File: src/rtl/multicycle_divider_pkg.sv
// Shared types and constants for the iterative integer divider.
package pipes;

  typedef enum logic {
    DIVOP = 1'b0,
    MODOP = 1'b1
  } divider_op_t;

  typedef enum logic [1:0] {
    IDLE,
    BUSY,
    DONE
  } div_state_t;

  localparam int DIV_WORD_BITS = 32;

endpackage

File: src/rtl/multicycle_divider_prep.sv
// Combinational operand preparation: word-mode extension, magnitudes, signs
// and RISC-V special-case results (divide by zero, signed overflow).
module div_operand_prep
  import pipes::*;
#(
  parameter int WIDTH = 64
) (
  input  logic             [WIDTH-1:0] a,
  input  logic             [WIDTH-1:0] b,
  input  divider_op_t                  op,
  input  logic                         is_signed,
  input  logic                         word,
  output logic             [WIDTH-1:0] a_mag,
  output logic             [WIDTH-1:0] b_mag,
  output logic                         quo_neg,
  output logic                         rem_neg,
  output logic                         special,
  output logic             [WIDTH-1:0] special_result
);

  function automatic logic [WIDTH-1:0] ext_word(input logic [DIV_WORD_BITS-1:0] v,
                                                input logic sgn);
    logic [WIDTH-1:0] r;
    r = '0;
    r[DIV_WORD_BITS-1:0] = v;
    for (int i = DIV_WORD_BITS; i < WIDTH; i++) r[i] = sgn & v[DIV_WORD_BITS-1];
    return r;
  endfunction

  logic [WIDTH-1:0] a_ext;
  logic [WIDTH-1:0] b_ext;
  logic [WIDTH-1:0] min_neg;
  logic [WIDTH-1:0] dividend_res;
  logic             a_neg;
  logic             b_neg;
  logic             div_zero;
  logic             overflow;

  always_comb begin
    a_ext   = word ? ext_word(a[DIV_WORD_BITS-1:0], is_signed) : a;
    b_ext   = word ? ext_word(b[DIV_WORD_BITS-1:0], is_signed) : b;
    min_neg = word ? ext_word(32'h8000_0000, 1'b1) : {1'b1, {(WIDTH-1){1'b0}}};

    a_neg   = is_signed & a_ext[WIDTH-1];
    b_neg   = is_signed & b_ext[WIDTH-1];
    a_mag   = a_neg ? -a_ext : a_ext;
    b_mag   = b_neg ? -b_ext : b_ext;
    quo_neg = a_neg ^ b_neg;
    rem_neg = a_neg;

    // Word results are always sign-extended from bit 31, even for unsigned ops.
    dividend_res = word ? ext_word(a[DIV_WORD_BITS-1:0], 1'b1) : a;
    div_zero     = (b_ext == '0);
    overflow     = is_signed && (a_ext == min_neg) && (b_ext == '1);
    special      = div_zero | overflow;

    if (div_zero) begin
      special_result = (op == DIVOP) ? '1 : dividend_res;
    end else begin
      special_result = (op == DIVOP) ? dividend_res : '0;
    end
  end

endmodule

File: src/rtl/multicycle_divider.sv
// Radix-2 restoring divider, one quotient bit per cycle, with word mode,
// single-cycle special cases, output backpressure and flush.
module multicycle_divider
  import pipes::*;
#(
  parameter int WIDTH   = 64,
  parameter bit WORD_EN = 1
) (
  input  logic              clk,
  input  logic              reset,
  input  logic              in_valid,
  output logic              in_ready,
  input  logic [WIDTH-1:0]  a,
  input  logic [WIDTH-1:0]  b,
  input  divider_op_t       op,
  input  logic              is_signed,
  input  logic              word,
  input  logic              flush,
  output logic              out_valid,
  input  logic              out_ready,
  output logic [WIDTH-1:0]  result
);

  localparam int CW = $clog2(WIDTH + 1);

  function automatic logic [WIDTH-1:0] sext_word(input logic [DIV_WORD_BITS-1:0] v);
    logic [WIDTH-1:0] r;
    r = '0;
    r[DIV_WORD_BITS-1:0] = v;
    for (int i = DIV_WORD_BITS; i < WIDTH; i++) r[i] = v[DIV_WORD_BITS-1];
    return r;
  endfunction

  div_state_t       state_q, state_d;
  logic [CW-1:0]    cnt_q, cnt_d;
  logic [WIDTH-1:0] rem_q, rem_d;
  logic [WIDTH-1:0] quo_q, quo_d;
  logic [WIDTH-1:0] dsr_q, dsr_d;
  logic             quo_neg_q, quo_neg_d;
  logic             rem_neg_q, rem_neg_d;
  divider_op_t      op_q, op_d;
  logic             word_q, word_d;
  logic [WIDTH-1:0] result_q, result_d;

  logic             word_eff;
  logic [WIDTH-1:0] a_mag;
  logic [WIDTH-1:0] b_mag;
  logic             quo_neg;
  logic             rem_neg;
  logic             special;
  logic [WIDTH-1:0] special_result;

  assign word_eff = WORD_EN ? word : 1'b0;

  div_operand_prep #(.WIDTH(WIDTH)) u_prep (
    .a              (a),
    .b              (b),
    .op             (op),
    .is_signed      (is_signed),
    .word           (word_eff),
    .a_mag          (a_mag),
    .b_mag          (b_mag),
    .quo_neg        (quo_neg),
    .rem_neg        (rem_neg),
    .special        (special),
    .special_result (special_result)
  );

  logic [WIDTH:0]   rem_sh;
  logic [WIDTH:0]   diff;
  logic             fits;
  logic [WIDTH-1:0] rem_n;
  logic [WIDTH-1:0] quo_n;
  logic [WIDTH-1:0] quo_fix;
  logic [WIDTH-1:0] rem_fix;
  logic [WIDTH-1:0] sel;

  always_comb begin
    state_d   = state_q;
    cnt_d     = cnt_q;
    rem_d     = rem_q;
    quo_d     = quo_q;
    dsr_d     = dsr_q;
    quo_neg_d = quo_neg_q;
    rem_neg_d = rem_neg_q;
    op_d      = op_q;
    word_d    = word_q;
    result_d  = result_q;

    // The quotient register doubles as the dividend shifter: its MSB feeds
    // the partial remainder while quotient bits enter at the LSB.
    rem_sh  = {rem_q, quo_q[WIDTH-1]};
    diff    = rem_sh - {1'b0, dsr_q};
    fits    = ~diff[WIDTH];
    rem_n   = fits ? diff[WIDTH-1:0] : rem_sh[WIDTH-1:0];
    quo_n   = {quo_q[WIDTH-2:0], fits};
    quo_fix = quo_neg_q ? -quo_n : quo_n;
    rem_fix = rem_neg_q ? -rem_n : rem_n;
    sel     = (op_q == DIVOP) ? quo_fix : rem_fix;
    if (word_q) sel = sext_word(sel[DIV_WORD_BITS-1:0]);

    if (flush) begin
      state_d = IDLE;
    end else begin
      case (state_q)
        IDLE: begin
          if (in_valid) begin
            op_d      = op;
            word_d    = word_eff;
            quo_neg_d = quo_neg;
            rem_neg_d = rem_neg;
            dsr_d     = b_mag;
            rem_d     = '0;
            if (special) begin
              result_d = special_result;
              state_d  = DONE;
            end else begin
              // Left-align a 32-bit dividend so N steps consume exactly its bits.
              quo_d   = word_eff ? (a_mag << (WIDTH - DIV_WORD_BITS)) : a_mag;
              cnt_d   = word_eff ? CW'(DIV_WORD_BITS) : CW'(WIDTH);
              state_d = BUSY;
            end
          end
        end
        BUSY: begin
          rem_d = rem_n;
          quo_d = quo_n;
          cnt_d = cnt_q - CW'(1);
          if (cnt_q == CW'(1)) begin
            result_d = sel;
            state_d  = DONE;
          end
        end
        DONE: begin
          if (out_ready) state_d = IDLE;
        end
        default: state_d = IDLE;
      endcase
    end
  end

  always_ff @(posedge clk) begin
    if (reset) begin
      state_q   <= IDLE;
      cnt_q     <= '0;
      rem_q     <= '0;
      quo_q     <= '0;
      dsr_q     <= '0;
      quo_neg_q <= 1'b0;
      rem_neg_q <= 1'b0;
      op_q      <= DIVOP;
      word_q    <= 1'b0;
      result_q  <= '0;
    end else begin
      state_q   <= state_d;
      cnt_q     <= cnt_d;
      rem_q     <= rem_d;
      quo_q     <= quo_d;
      dsr_q     <= dsr_d;
      quo_neg_q <= quo_neg_d;
      rem_neg_q <= rem_neg_d;
      op_q      <= op_d;
      word_q    <= word_d;
      result_q  <= result_d;
    end
  end

  assign in_ready  = (state_q == IDLE) && !reset;
  assign out_valid = (state_q == DONE);
  assign result    = result_q;

endmodule

File: config.mk
export PLATFORM = sky130hd
export DESIGN_NAME = multicycle_divider
export DESIGN_NICKNAME = d
export VERILOG_FILES = /design/src/rtl/multicycle_divider_pkg.sv /design/src/rtl/multicycle_divider_prep.sv /design/src/rtl/multicycle_divider.sv
export SDC_FILE = /design/constraint.sdc
export NUM_CORES = 1
export LEC_CHECK = 0
export ABC_AREA = 0
export BUFFER_PORTS_ARGS = -buffer_cell sky130_fd_sc_hd__buf_4
export CORE_MARGIN = 2
export CORE_UTILIZATION = 36
export DETAILED_ROUTE_END_ITERATION = 8
export PLACE_DENSITY = 0.53
export SYNTH_ARGS = -nofsm -noshare
export SYNTH_HDL_FRONTEND = slang
export SYNTH_SLANG_ARGS = --single-unit
File: constraint.sdc
create_clock -name clk -period 7 [get_ports clk]
set_input_delay 1.4 -clock clk [delete_from_list [all_inputs] [get_ports clk]]
set_output_delay 1.4 -clock clk [all_outputs]
set_load 0.1 [all_outputs]
# After elaboration in Yosys (flattened, before gate mapping)
# Index checks and enable logic that the tools add are counted.
[word_totals]
out_inout_bits = 66
regBits = 269
[classes]
bitwise_logic = 8
add_sub_neg = 6
eq_ne = 10
muxes = 33
reduce_logical = 13
[op_table]
columns = ["operator", "n"]
rows = [
  ["64-bit 2-to-1 mux", 20],
  ["64-bit one-hot mux with 2 select lines", 3],
  ["64-bit negation", 4],
  ["65-bit by 64-bit subtractor with 65-bit output", 1],
  ["64-bit == test", 1],
  ["64-bit == test (second input constant)", 1],
  ["64-bit logical NOT", 1],
  ["63-bit 2-to-1 mux", 1],
  ["7-bit 2-to-1 mux", 3],
  ["7-bit one-hot mux with 2 select lines", 1],
  ["3-bit AND reduction", 3],
  ["2-bit 2-to-1 mux", 4],
  ["2-bit != test (second input constant)", 4],
  ["7-bit by 1-bit == test with 1-bit output (second input constant)", 1],
  ["7-bit by 1-bit subtractor with 7-bit output (second input constant)", 1],
  ["2-bit one-hot mux with 3 select lines", 1],
  ["5-bit AND reduction", 1],
  ["1-bit bitwise AND", 4],
  ["4-bit AND reduction", 1],
  ["1-bit logical AND", 3],
  ["2-bit by 1-bit == test with 1-bit output (second input constant)", 1],
  ["2-bit == test (second input constant)", 1],
  ["2-bit logical NOT", 1],
  ["2-bit by 1-bit != test with 1-bit output (second input constant)", 1],
  ["6 further kinds", 7],
]

# Logic depth before layout (Yosys ltp)
# Gate-level depths: netlist of run 1.
[logic_depth]
word_depth = 9
ltp_mapped = 27

# By module
# From an unflattened synthesis of run 1, not the netlist that was laid out.
[unflattened]
hier_cells = 3735
hier_area_um2 = 25727.2
[by_module_without_submodules]
columns = ["module", "n_inst", "area_per_inst_um2", "cells_each"]
rows = [
  ["multicycle_divider", 1, 20689.8, 2921],
  ["div_operand_prep", 1, 5037.3, 814],
]

# Least setup slack after synthesis of run 1
# No wires, ideal clock.
[synth_path]
path_type = "reg2reg"
start = "register quo_q[63]"
end = "register result_q[52], in the netlist result[52]"
synth_period_minus_slack_ps = 5659
stages_incl_launch_ff = 28
slack_ps = 1341
setup_ps = 129
arrival_time_ps = 5530
path_cell_list = "dfxtp_1 inv_1 ha_1 fa_1 nand2b_1 a21oi_1 o211ai_1 a21boi_0 o2111ai_1 o211a_4 inv_4 buf_2 buf_2 buf_2 buf_1 clkbuf_1 ha_1 nand3_1 o31ai_1 and2_1 clkbuf_1 nand2_1 a21o_1 a21oi_1 xor2_1 o21ai_0 o311ai_0 nand2_1"
[synth_via]
elab_chain_cells = 8
[synth_rtl]
columns = ["item", "line", "source"]
rows = [
  ["start: declaration", "multicycle_divider.sv:37", "logic [WIDTH-1:0] quo_q, quo_d;"],
  ["start signal: assignment", "multicycle_divider.sv:158", "quo_q <= quo_d;"],
  ["65-bit by 64-bit subtractor with 65-bit output", "multicycle_divider.sv:93", "diff = rem_sh - {1'b0, dsr_q};"],
  ["64-bit 2-to-1 mux or 1-bit NOT (tied branches)", "multicycle_divider.sv:95, multicycle_divider.sv:94", ""],
  ["64-bit negation (on tied branches)", "multicycle_divider.sv:98, multicycle_divider.sv:97", ""],
  ["64-bit 2-to-1 mux (on tied branches)", "multicycle_divider.sv:98, multicycle_divider.sv:97", ""],
  ["64-bit 2-to-1 mux *", "multicycle_divider.sv:99", "sel = (op_q == DIVOP) ? quo_fix : rem_fix;"],
  ["64-bit 2-to-1 mux *", "multicycle_divider.sv:100", "if (word_q) sel = sext_word(sel[DIV_WORD_BITS-1:0]);"],
  ["64-bit 2-to-1 mux *", "multicycle_divider.sv:129", "if (cnt_q == CW'(1)) begin"],
  ["64-bit one-hot mux with 2 select lines *", "multicycle_divider.sv:105", "case (state_q)"],
  ["end signal: assignment", "multicycle_divider.sv:164", "result_q <= result_d;"],
  ["end: declaration", "multicycle_divider.sv:43", "logic [WIDTH-1:0] result_q, result_d;"],
]
# Every way passes the cells marked *; elsewhere a longest branch is shown, timed or not. The select of a mux whose other input is x is not followed.
# A chain may end at the register's enable or synchronous reset.

# Final worst setup path of run 1
[layout_path]
start = "register quo_q[63]"
end = "register result_q[60], in the netlist result[60]"
# Same word-level chain as after synthesis.

==> results of run 1 <==
## where the power goes
part / total, µW / switching, µW / internal, µW
logic: 1400 / 956 / 443
registers: 1670 / 75.2 / 1590
clock network: 1930 / 818 / 1110
total: 5000 / 1850 / 3150
## worst max-delay path: cells and delay by family (launching register included)
| family | cells | cell delay (ns) |
|---|---|---|
| multiplexers | 1 | 0.24 |
| buffers and inverters | 2 | 0.17 |
| AND/OR/NAND/NOR | 5 | 2.19 |
| flip-flops | 1 | 0.36 |
| AO/OA/AOI/OAI | 9 | 2.22 |
| adder cells (fa/ha/maj) | 3 | 0.96 |
## state kept, by name, summed over array words and instances (netlist names)
signal / cells
cnt_q: 7
dsr_q: 64
op_q: 1
quo_neg_q: 1
quo_q: 64
rem_neg_q: 1
rem_q: 64
result: 64
state_q: 2
word_q: 1
## cells by family (layout without fill, tap and decap cells)
| family | count (synthesis) | in the layout | share of synthesized area [%] |
|---|---|---|---|
| AOI/OAI and AO/OA | 1158 | 1158 | 30.8 |
| DFF | 269 | 269 | 21.6 |
| buffers and inverters | 363 | 429 | 5.76 |
| other | 0 | 1 | 0 |
| muxes | 52 | 52 | 2.15 |
| and+or+nand+nor | 1426 | 1426 | 26.6 |
| xor gates and xnor gates | 244 | 244 | 8.56 |
| adders and majority gates | 96 | 96 | 4.60 |
## per-stage QoR
step,utilization [%],power [µW]
after floorplan,-,2560
after global placement,39.5,3060
after detailed placement,39.5,3060
after CTS,41.3,4980
after global routing,41.3,5190
final,41.3,5000
## area by class of cell
type,instances,area (µm²)
Inverter,113,427
Clock buffer,49,1030
Timing Repair Buffer,253,1920
Tap cell,931,1160
Clock inverter,14,164
Antenna cell,1,2.50
Multi-Input combinational cell,2976,18200
Sequential cell,269,5390
Fill cell,7345,40300
## path summary, 6_finish.rpt
kind	slack [ns]	to	startpoint
worst max-delay path	0.70	result[60]$_SDFFE_PP0P_	quo_q[63]$_SDFFE_PP0P_
worst min-delay path	0.44	result[35]$_SDFFE_PP0P_	result[35]$_SDFFE_PP0P_
worst max register to register	0.70	result[60]$_SDFFE_PP0P_	quo_q[63]$_SDFFE_PP0P_
worst min register to register	0.44	result[35]$_SDFFE_PP0P_	result[35]$_SDFFE_PP0P_
## layout by cell type, fill, tap and decap left out, types with 107 or more instances in the layout
cell type,count
nor2_1,479
nand2_1,420
a21oi_1,295
dfxtp_1,266
buf_4,251
o21ai_0,233
xnor2_1,131
nor3_1,116
xor2_1,113
inv_1,107
## per-layer routing
metal / GRT usage (%) / part of all wire (%) / wire length [µm] / vias up
met5: 0 / 0.064 / 74 / -
met4: 10.5 / 3.6 / 4150 / 12
met3: 7.64 / 10 / 11600 / 204
met2: 47.3 / 43 / 50100 / 1347
met1: 43.4 / 43 / 50200 / 13577
li1: - / - / - / 13377
## cell usage after synthesis, types with 27 or more instances
cell      instances  area (µm²)
a221oi_1         38         333
nand3_1          57         285
mux2i_1          41         410
buf_2            32         160
nor2b_1          28         175
o211ai_1         59         443
o21ai_0         234        1170
a211oi_1        105         788
and2_1           27         169
or3_1            46         288
nand2_1         420        1580
xor2_1          113         990
nor3_1          116         581
clkbuf_1        200         751
ha_1             71         888
a31oi_1          37         231
a21oi_1         295        1480
nor4_1           57         357
dfxtp_1         269        5390
xnor2_1         131        1150
a22oi_1          65         488
a311oi_1         38         333
nor2_1          483        1810
inv_1           107         402
o31ai_1          63         473
nand4_1          56         350
==> flow_summary.html, run 1 <==
<table>
<tr><th>Metric</th><th>Value</th></tr>
<tr><th colspan="2">Status</th></tr>
<tr><td>Result of the run</td><td>finished, final reports clean</td></tr>
<tr><th colspan="2">Cells and area</th></tr>
<tr><td>Design Area, Final</td><td>0.0283 mm²</td></tr>
<tr><td>Count of placed standard cells in the final layout, fillers left out</td><td>4606</td></tr>
<tr><td>Proportion of layout cells with a drive suffix above 1</td><td>10.6%</td></tr>
<tr><td>Area growth syn-to-layout</td><td>13.4%</td></tr>
<tr><td>NumNets Final</td><td>3857</td></tr>
<tr><th colspan="2">Min path</th></tr>
<tr><td>Type of the worst min-delay path</td><td>flip-flop to flip-flop</td></tr>
<tr><td>Number of cells on the worst hold path</td><td>2</td></tr>
<tr><th colspan="2">Timing</th></tr>
<tr><td>Final setup violating endpoints</td><td>0</td></tr>
<tr><td>Ratio of final minimum period to clock period</td><td>90.0%</td></tr>
<tr><td>Worst-Margin Slew</td><td>1.23 ns</td></tr>
<tr><td>RSZ-0062 raised after global routing</td><td>false</td></tr>
<tr><td>Endpoints failing hold</td><td>0</td></tr>
<tr><td>Normalized max-slew margin</td><td>17.3%</td></tr>
<tr><td>Clock Skew</td><td>0.0338 ns</td></tr>
<tr><td>Setup TNS</td><td>0 ns</td></tr>
<tr><td>Final-report max-slew violation count</td><td>0</td></tr>
<tr><td>Max Fclk</td><td>159 MHz</td></tr>
<tr><td>Time the final worst path needs with I/O delays and setup</td><td>6.30 ns</td></tr>
<tr><td>Worst hold slack across all endpoints</td><td>0.438 ns</td></tr>
<tr><td>Final setup slack of the worst path</td><td>0.699 ns</td></tr>
<tr><th colspan="2">CTS</th></tr>
<tr><td>CTS tree</td><td>yes</td></tr>
<tr><td>Cells resized by post-CTS repair</td><td>0</td></tr>
<tr><td>Post-CTS setup buffers</td><td>0</td></tr>
<tr><td>Clock network latency to the later pin of the worst-skew pair</td><td>0.59 ns</td></tr>
<tr><td>CTS HTree Levels</td><td>2</td></tr>
<tr><td>Sink count of the clock tree</td><td>269</td></tr>
<tr><td>Clock Path Buffers</td><td>3</td></tr>
<tr><td>Clock input transition at the sequential cells of the worst setup and hold paths</td><td>0.06 ns</td></tr>
<tr><td>Clock Tree Root</td><td>clkbuf_16</td></tr>
<tr><td>Number of buffers inserted during clock tree synthesis</td><td>36</td></tr>
<tr><td>Number of buffers inserted by hold repair at cts</td><td>0</td></tr>
<tr><th colspan="2">Synth</th></tr>
<tr><td>Primary flip-flop cell chosen by synthesis mapping</td><td>dfxtp_1</td></tr>
<tr><td>Average footprint of a synthesized cell</td><td>6.92 µm²</td></tr>
<tr><td>Number of storage elements in the synthesis netlist</td><td>269</td></tr>
<tr><td>Seq/Total Area, Yosys</td><td>21.6%</td></tr>
<tr><td>Net Count, Synth</td><td>3816</td></tr>
<tr><td>Cell Area, Synth</td><td>0.0250 mm²</td></tr>
<tr><td>Synthesis warning total</td><td>0</td></tr>
<tr><td>Synth cell types</td><td>103</td></tr>
<tr><td>Fraction of registers with async set or reset after synthesis</td><td>0%</td></tr>
<tr><td>Post-synth EDFFs</td><td>0</td></tr>
<tr><td>Post-synthesis cell count</td><td>3608</td></tr>
<tr><th colspan="2">Route</th></tr>
<tr><td>Routed wire length per instance</td><td>25.2 µm</td></tr>
<tr><td>Number of remaining DRC errors</td><td>0</td></tr>
<tr><td>Via Count</td><td>28.5k</td></tr>
<tr><td>Starting DRC count in detailed routing</td><td>3180</td></tr>
<tr><td>Total wirelength of the detailed-routed design</td><td>116000 µm</td></tr>
<tr><td>First-pass detailed-route iteration total</td><td>6</td></tr>
<tr><td>Post-route ant nets</td><td>0</td></tr>
<tr><td>Detailed-route vias per instance</td><td>6.19</td></tr>
<tr><th colspan="2">Critical path</th></tr>
<tr><td>Crit path required time</td><td>7.44 ns</td></tr>
<tr><td>Type of destination of the critical path</td><td>flip-flop</td></tr>
<tr><td>Worst Reg-to-Reg Cells</td><td>20</td></tr>
<tr><td>WP data arrival</td><td>6.74 ns</td></tr>
<tr><td>Critical path fanouts, max</td><td>7</td></tr>
<tr><td>Worst Path Class, Setup</td><td>flip-flop to flip-flop</td></tr>
<tr><td>Cell repeated most along the worst path</td><td>a21oi_1</td></tr>
<tr><td>Critical Path Source Type</td><td>flip-flop</td></tr>
<tr><td>Stage delay of the slowest cell on the critical path</td><td>1.12 ns</td></tr>
<tr><td>Standard cell with the maximum stage delay on the critical path</td><td>nor4_1</td></tr>
<tr><td>Ordered list of cells on the worst path</td><td>inv_1 -&gt; ha_1 -&gt; fa_1 -&gt; nand2b_1 -&gt; a21oi_1 -&gt; o211ai_1 -&gt; a21boi_0 -&gt; o2111ai_1 -&gt; o211a_4 -&gt; mux2i_1 -&gt; inv_1 -&gt; ha_1 -&gt; nand2_1 -&gt; nor4_1 -&gt; nor4b_1 -&gt; a41oi_1 -&gt; nor4_1 -&gt; a21oi_1 -&gt; a211oi_1 -&gt; a21oi_1</td></tr>
<tr><th colspan="2">Global routing</th></tr>
<tr><td>Antenna violations before repair</td><td>10</td></tr>
<tr><td>Largest net degree at the start of global routing</td><td>84</td></tr>
<tr><td>Overall Global Routing Usage</td><td>31.3%</td></tr>
<tr><td>Wire length of the first global-routing pass</td><td>169000 µm</td></tr>
<tr><td>Vias in the first global route</td><td>25.8k</td></tr>
<tr><td>GR Overflow Total</td><td>0</td></tr>
<tr><th colspan="2">Placement</th></tr>
<tr><td>Post-Place Setup Slack</td><td>1.17 ns</td></tr>
<tr><td>Area of placed instances</td><td>0.0271 mm²</td></tr>
<tr><td>Port Buffers</td><td>201</td></tr>
<tr><td>DP Wirelength</td><td>90000 µm</td></tr>
<tr><td>Last weighted congestion value of the routability-driven placer</td><td>0.965</td></tr>
<tr><td>Number of placed instances, taps included</td><td>4542</td></tr>
<tr><th colspan="2">Die</th></tr>
<tr><td>DIE HEIGHT</td><td>267 µm</td></tr>
<tr><td>Boundary pin count</td><td>202</td></tr>
<tr><td>Die area</td><td>0.0715 mm²</td></tr>
<tr><td>Total core area</td><td>0.0686 mm²</td></tr>
<tr><td>Die extent in x</td><td>267 µm</td></tr>
<tr><td>Starting utilization of the core area</td><td>36.4%</td></tr>
<tr><td>Site row count</td><td>96</td></tr>
<tr><th colspan="2">Pwr</th></tr>
<tr><td>Worst vdd rail ir drop</td><td>0.146 mV</td></tr>
<tr><td>Leakage power summed over all cells</td><td>0.0108 µW</td></tr>
<tr><td>Power density cells</td><td>177 mW/mm²</td></tr>
<tr><th colspan="2">Run</th></tr>
<tr><td>Number of max-capacitance violations reported</td><td>0</td></tr>
</table>
Power figures use the tool's default switching activity.
==> run 2: changes to the inputs <==
--- a/config.mk
+++ b/config.mk
@@ -11,6 +11,8 @@
 export CORE_UTILIZATION = 36
 export DETAILED_ROUTE_END_ITERATION = 8
 export PLACE_DENSITY = 0.53
+export REMOVE_ABC_BUFFERS = 1
+export SLEW_MARGIN = 5
 export SYNTH_ARGS = -nofsm -noshare
 export SYNTH_HDL_FRONTEND = slang
 export SYNTH_SLANG_ARGS = --single-unit
==> constraint.sdc (replaced) <==
create_clock -name clk -period 7 [get_ports clk]
set_input_delay 0.35 -clock clk [delete_from_list [all_inputs] [get_ports clk]]
set_output_delay 0.35 -clock clk [all_outputs]
set_load 0.1 [all_outputs]
==> flow_summary.html, run 2 (synthesized netlist as in run 1, its figures left out) <==
<table>
<tr><th>Metric</th><th>Value</th></tr>
<tr><th colspan="2">Status</th></tr>
<tr><td>Result of the run</td><td>finished, final reports clean (unchanged)</td></tr>
<tr><th colspan="2">CTS</th></tr>
<tr><td>CTS HTree Levels</td><td>2 (unchanged)</td></tr>
<tr><td>Number of buffers inserted by hold repair at cts</td><td>1 (was 0)</td></tr>
<tr><td>Cells resized by post-CTS repair</td><td>0 (unchanged)</td></tr>
<tr><td>Sink count of the clock tree</td><td>269 (unchanged)</td></tr>
<tr><td>Clock Path Buffers</td><td>3 (unchanged)</td></tr>
<tr><td>Number of buffers inserted during clock tree synthesis</td><td>37 (was 36)</td></tr>
<tr><td>Post-CTS setup buffers</td><td>0 (unchanged)</td></tr>
<tr><td>Clock input transition at the sequential cells of the worst setup and hold paths</td><td>0.06 ns (about the same)</td></tr>
<tr><td>Clock network latency to the later pin of the worst-skew pair</td><td>0.57 ns (was 0.59 ns)</td></tr>
<tr><td>CTS tree</td><td>yes (unchanged)</td></tr>
<tr><td>Clock Tree Root</td><td>clkbuf_16 (unchanged)</td></tr>
<tr><th colspan="2">Placement</th></tr>
<tr><td>Port Buffers</td><td>201 (unchanged)</td></tr>
<tr><td>DP Wirelength</td><td>80400 µm (was 90000 µm)</td></tr>
<tr><td>Last weighted congestion value of the routability-driven placer</td><td>0.970 (was 0.965)</td></tr>
<tr><td>Number of placed instances, taps included</td><td>4538 (was 4542)</td></tr>
<tr><th colspan="2">Global routing</th></tr>
<tr><td>GR Overflow Total</td><td>0 (unchanged)</td></tr>
<tr><td>Antenna violations before repair</td><td>1 (was 10)</td></tr>
<tr><td>Vias in the first global route</td><td>25.5k (was 25.8k)</td></tr>
<tr><td>Wire length of the first global-routing pass</td><td>158000 µm (was 169000 µm)</td></tr>
<tr><td>Overall Global Routing Usage</td><td>28.5% (was 31.3%)</td></tr>
<tr><td>Largest net degree at the start of global routing</td><td>80 (was 84)</td></tr>
<tr><th colspan="2">Die</th></tr>
<tr><td>Die extent in x</td><td>267 µm (unchanged)</td></tr>
<tr><td>Die area</td><td>0.0715 mm² (unchanged)</td></tr>
<tr><td>Total core area</td><td>0.0686 mm² (unchanged)</td></tr>
<tr><td>Starting utilization of the core area</td><td>36.4% (unchanged)</td></tr>
<tr><td>Site row count</td><td>96 (unchanged)</td></tr>
<tr><td>DIE HEIGHT</td><td>267 µm (unchanged)</td></tr>
<tr><td>Boundary pin count</td><td>202 (unchanged)</td></tr>
<tr><th colspan="2">Route</th></tr>
<tr><td>Detailed-route vias per instance</td><td>6.06 (was 6.19)</td></tr>
<tr><td>Routed wire length on met3</td><td>7180 µm (was 11600 µm)</td></tr>
<tr><td>Starting DRC count in detailed routing</td><td>2606 (was 3180)</td></tr>
<tr><td>First-pass detailed-route iteration total</td><td>6 (unchanged)</td></tr>
<tr><td>WL met2</td><td>49200 µm (was 50100 µm)</td></tr>
<tr><td>Highest routed metal layer</td><td>met4 (was met5)</td></tr>
<tr><td>Routed wire length per instance</td><td>22.9 µm (was 25.2 µm)</td></tr>
<tr><td>Via Count</td><td>27.9k (was 28.5k)</td></tr>
<tr><td>Post-route ant nets</td><td>0 (unchanged)</td></tr>
<tr><td>Total wirelength of the detailed-routed design</td><td>105000 µm (was 116000 µm)</td></tr>
<tr><td>Met1 layer wirelength in the final routing</td><td>45500 µm (was 50200 µm)</td></tr>
<tr><td>Number of remaining DRC errors</td><td>0 (unchanged)</td></tr>
<tr><th colspan="2">Critical path</th></tr>
<tr><td>Worst Reg-to-Reg Cells</td><td>20 (unchanged)</td></tr>
<tr><td>Endpoint of the worst-slack reg-to-reg timing path</td><td>result[62]$_SDFFE_PP0P_ (was result[60]$_SDFFE_PP0P_)</td></tr>
<tr><td>Critical path destination</td><td>result[62]$_SDFFE_PP0P_ (was result[60]$_SDFFE_PP0P_)</td></tr>
<tr><td>Critical path fanouts, max</td><td>27 (was 7)</td></tr>
<tr><td>Type of destination of the critical path</td><td>flip-flop (unchanged)</td></tr>
<tr><td>Setup crit start</td><td>quo_q[63]$_SDFFE_PP0P_ (unchanged)</td></tr>
<tr><td>Worst Path Class, Setup</td><td>flip-flop to flip-flop (unchanged)</td></tr>
<tr><td>Worst R2R Setup Slack</td><td>0.93 ns (was 0.70 ns)</td></tr>
<tr><td>Worst flop-to-flop path startpoint</td><td>quo_q[63]$_SDFFE_PP0P_ (unchanged)</td></tr>
<tr><td>Crit path required time</td><td>7.46 ns (was 7.44 ns)</td></tr>
<tr><td>WP data arrival</td><td>6.53 ns (was 6.74 ns)</td></tr>
<tr><td>Critical Path Source Type</td><td>flip-flop (unchanged)</td></tr>
<tr><th colspan="2">Timing</th></tr>
<tr><td>Normalized max-slew margin</td><td>22.3% (was 17.3%)</td></tr>
<tr><td>Setup TNS</td><td>0 ns (unchanged)</td></tr>
<tr><td>Worst-Margin Slew</td><td>1.16 ns (was 1.23 ns)</td></tr>
<tr><td>Clock Skew</td><td>0.0123 ns (was 0.0338 ns)</td></tr>
<tr><td>Ratio of final minimum period to clock period</td><td>86.7% (was 90.0%)</td></tr>
<tr><td>Final setup violating endpoints</td><td>0 (unchanged)</td></tr>
<tr><td>Time the final worst path needs with I/O delays and setup</td><td>6.07 ns (was 6.30 ns)</td></tr>
<tr><td>Final-report max-slew violation count</td><td>0 (unchanged)</td></tr>
<tr><td>RSZ-0062 raised after global routing</td><td>false (unchanged)</td></tr>
<tr><td>Endpoints failing hold</td><td>0 (unchanged)</td></tr>
<tr><td>Max Fclk</td><td>165 MHz (was 159 MHz)</td></tr>
<tr><th colspan="2">Pwr</th></tr>
<tr><td>Sequential share of power</td><td>32.6% (was 33.4%)</td></tr>
<tr><td>Share of total power in combinational logic</td><td>26.4% (was 28.0%)</td></tr>
<tr><td>Internal cell power</td><td>3340 µW (was 3150 µW)</td></tr>
<tr><td>Share of power burned in the clock network</td><td>41.0% (was 38.6%)</td></tr>
<tr><td>Worst vdd rail ir drop</td><td>0.150 mV (was 0.146 mV)</td></tr>
<tr><td>P_sw</td><td>1760 µW (was 1850 µW)</td></tr>
<tr><td>Net switching fraction of the power</td><td>34.5% (was 37.0%)</td></tr>
<tr><td>Power density cells</td><td>179 mW/mm² (was 177 mW/mm²)</td></tr>
<tr><td>Leakage power summed over all cells</td><td>0.0108 µW (about the same)</td></tr>
<tr><th colspan="2">Cells and area</th></tr>
<tr><td>Area growth syn-to-layout</td><td>13.8% (was 13.4%)</td></tr>
<tr><td>Diodes inserted</td><td>0 (was 1)</td></tr>
<tr><td>Leading cell type in the layout, fill and taps excluded</td><td>nor2_1 (unchanged)</td></tr>
<tr><td>Final cell utilization of the core</td><td>41.4% (was 41.3%)</td></tr>
<tr><td>Layout fillers</td><td>7418 (was 7345)</td></tr>
<tr><td>NumNets Final</td><td>3855 (was 3857)</td></tr>
<tr><td>Most frequent cells in the layout</td><td>479 x nor2_1, 420 x nand2_1, 295 x a21oi_1, 266 x dfxtp_1, 247 x buf_4 (was 479 x nor2_1, 420 x nand2_1, 295 x a21oi_1, 266 x dfxtp_1, 251 x buf_4)</td></tr>
<tr><td>Proportion of layout cells with a drive suffix above 1</td><td>10.6% (about the same)</td></tr>
<tr><td>Count of placed standard cells in the final layout, fillers left out</td><td>4603 (was 4606)</td></tr>
<tr><th colspan="2">Run</th></tr>
<tr><td>Number of max-capacitance violations reported</td><td>0 (unchanged)</td></tr>
<tr><th colspan="2">Min path</th></tr>
<tr><td>Type of the worst min-delay path</td><td>input port to flip-flop (was flip-flop to flip-flop)</td></tr>
</table>
## run 2: critical path, cell delays in order, from the launching register on
cell       delay, ns
dfxtp_1         0.35
inv_1           0.06
ha_1            0.24
fa_1            0.41
nand2b_1        0.20
a21oi_1         0.41
o211ai_1        0.29
a211o_1         0.39
a21oi_2         0.18
o211a_4         0.47
mux2i_1         0.23
inv_1           0.10
ha_1            0.29
and4_1          0.31
nor4b_1         0.42
a21oi_1         0.36
nor3_1          0.34
nand4bb_1       0.18
o31ai_1         0.29
xor2_1          0.13
o311ai_1        0.28
## run 2: worst min-delay path by stage
stage,slack [ns],start,to,cells past startpoint
2_1_floorplan,0.42,reset,cnt_q[1]$_SDFFE_PP0P_,1
3_3_place_gp,0.43,result[37]$_SDFFE_PP0P_,result[37]$_SDFFE_PP0P_,2
3_5_place_dp,0.43,result[37]$_SDFFE_PP0P_,result[37]$_SDFFE_PP0P_,2
4_1_cts,0.08,b[30],dsr_q[30]$_SDFFE_PP0P_,3
5_1_grt,0.12,b[30],dsr_q[30]$_SDFFE_PP0P_,3
6_report,0.11,b[30],dsr_q[30]$_SDFFE_PP0P_,3
## run 2: area by class of cell
| class | instances | area [µm²] | area share [%] |
|---|---|---|---|
| Clock buffer | 50 | 1090 | 3.83 |
| Sequential cell | 269 | 5390 | 19.0 |
| Multi-Input combinational cell | 2976 | 18200 | 64.1 |
| Timing Repair Buffer | 250 | 1900 | 6.68 |
| Inverter | 113 | 427 | 1.50 |
| Tap cell | 931 | 1160 | 4.10 |
| Clock inverter | 14 | 228 | 0.802 |
## run 2: metal layers
layer / GRT usage, % / up-vias
met2: 47.0 / 996
met5: 0 / -
met1: 37.5 / 13399
met4: 9.85 / 0
met3: 4.73 / 163
li1: - / 13357
## run 2: power by group through the flow
stage          Sequential (µW)  Clock [µW]  Combinational, µW
2_1_floorplan             1730           0                789
3_3_place_gp              1690           0               1330
3_5_place_dp              1690           0               1320
4_1_cts                   1660        2130               1330
5_1_grt                   1670        2190               1460
6_report                  1660        2090               1350
## run 2: per-stage QoR
stage | power, µW | hold slack [ns] | cell area [µm²] | worst slack, ns
6_report | 5100 | 0.109 | 28400 | 0.934
5_1_grt | 5320 | 0.116 | 28400 | 0.408
4_1_cts | 5110 | 0.0842 | 28400 | 1.01
3_5_place_dp | 3010 | 0.435 | 27100 | 1.05
3_3_place_gp | 3020 | 0.434 | 27100 | 1.12
2_1_floorplan | 2520 | 0.419 | 24000 | -2.86
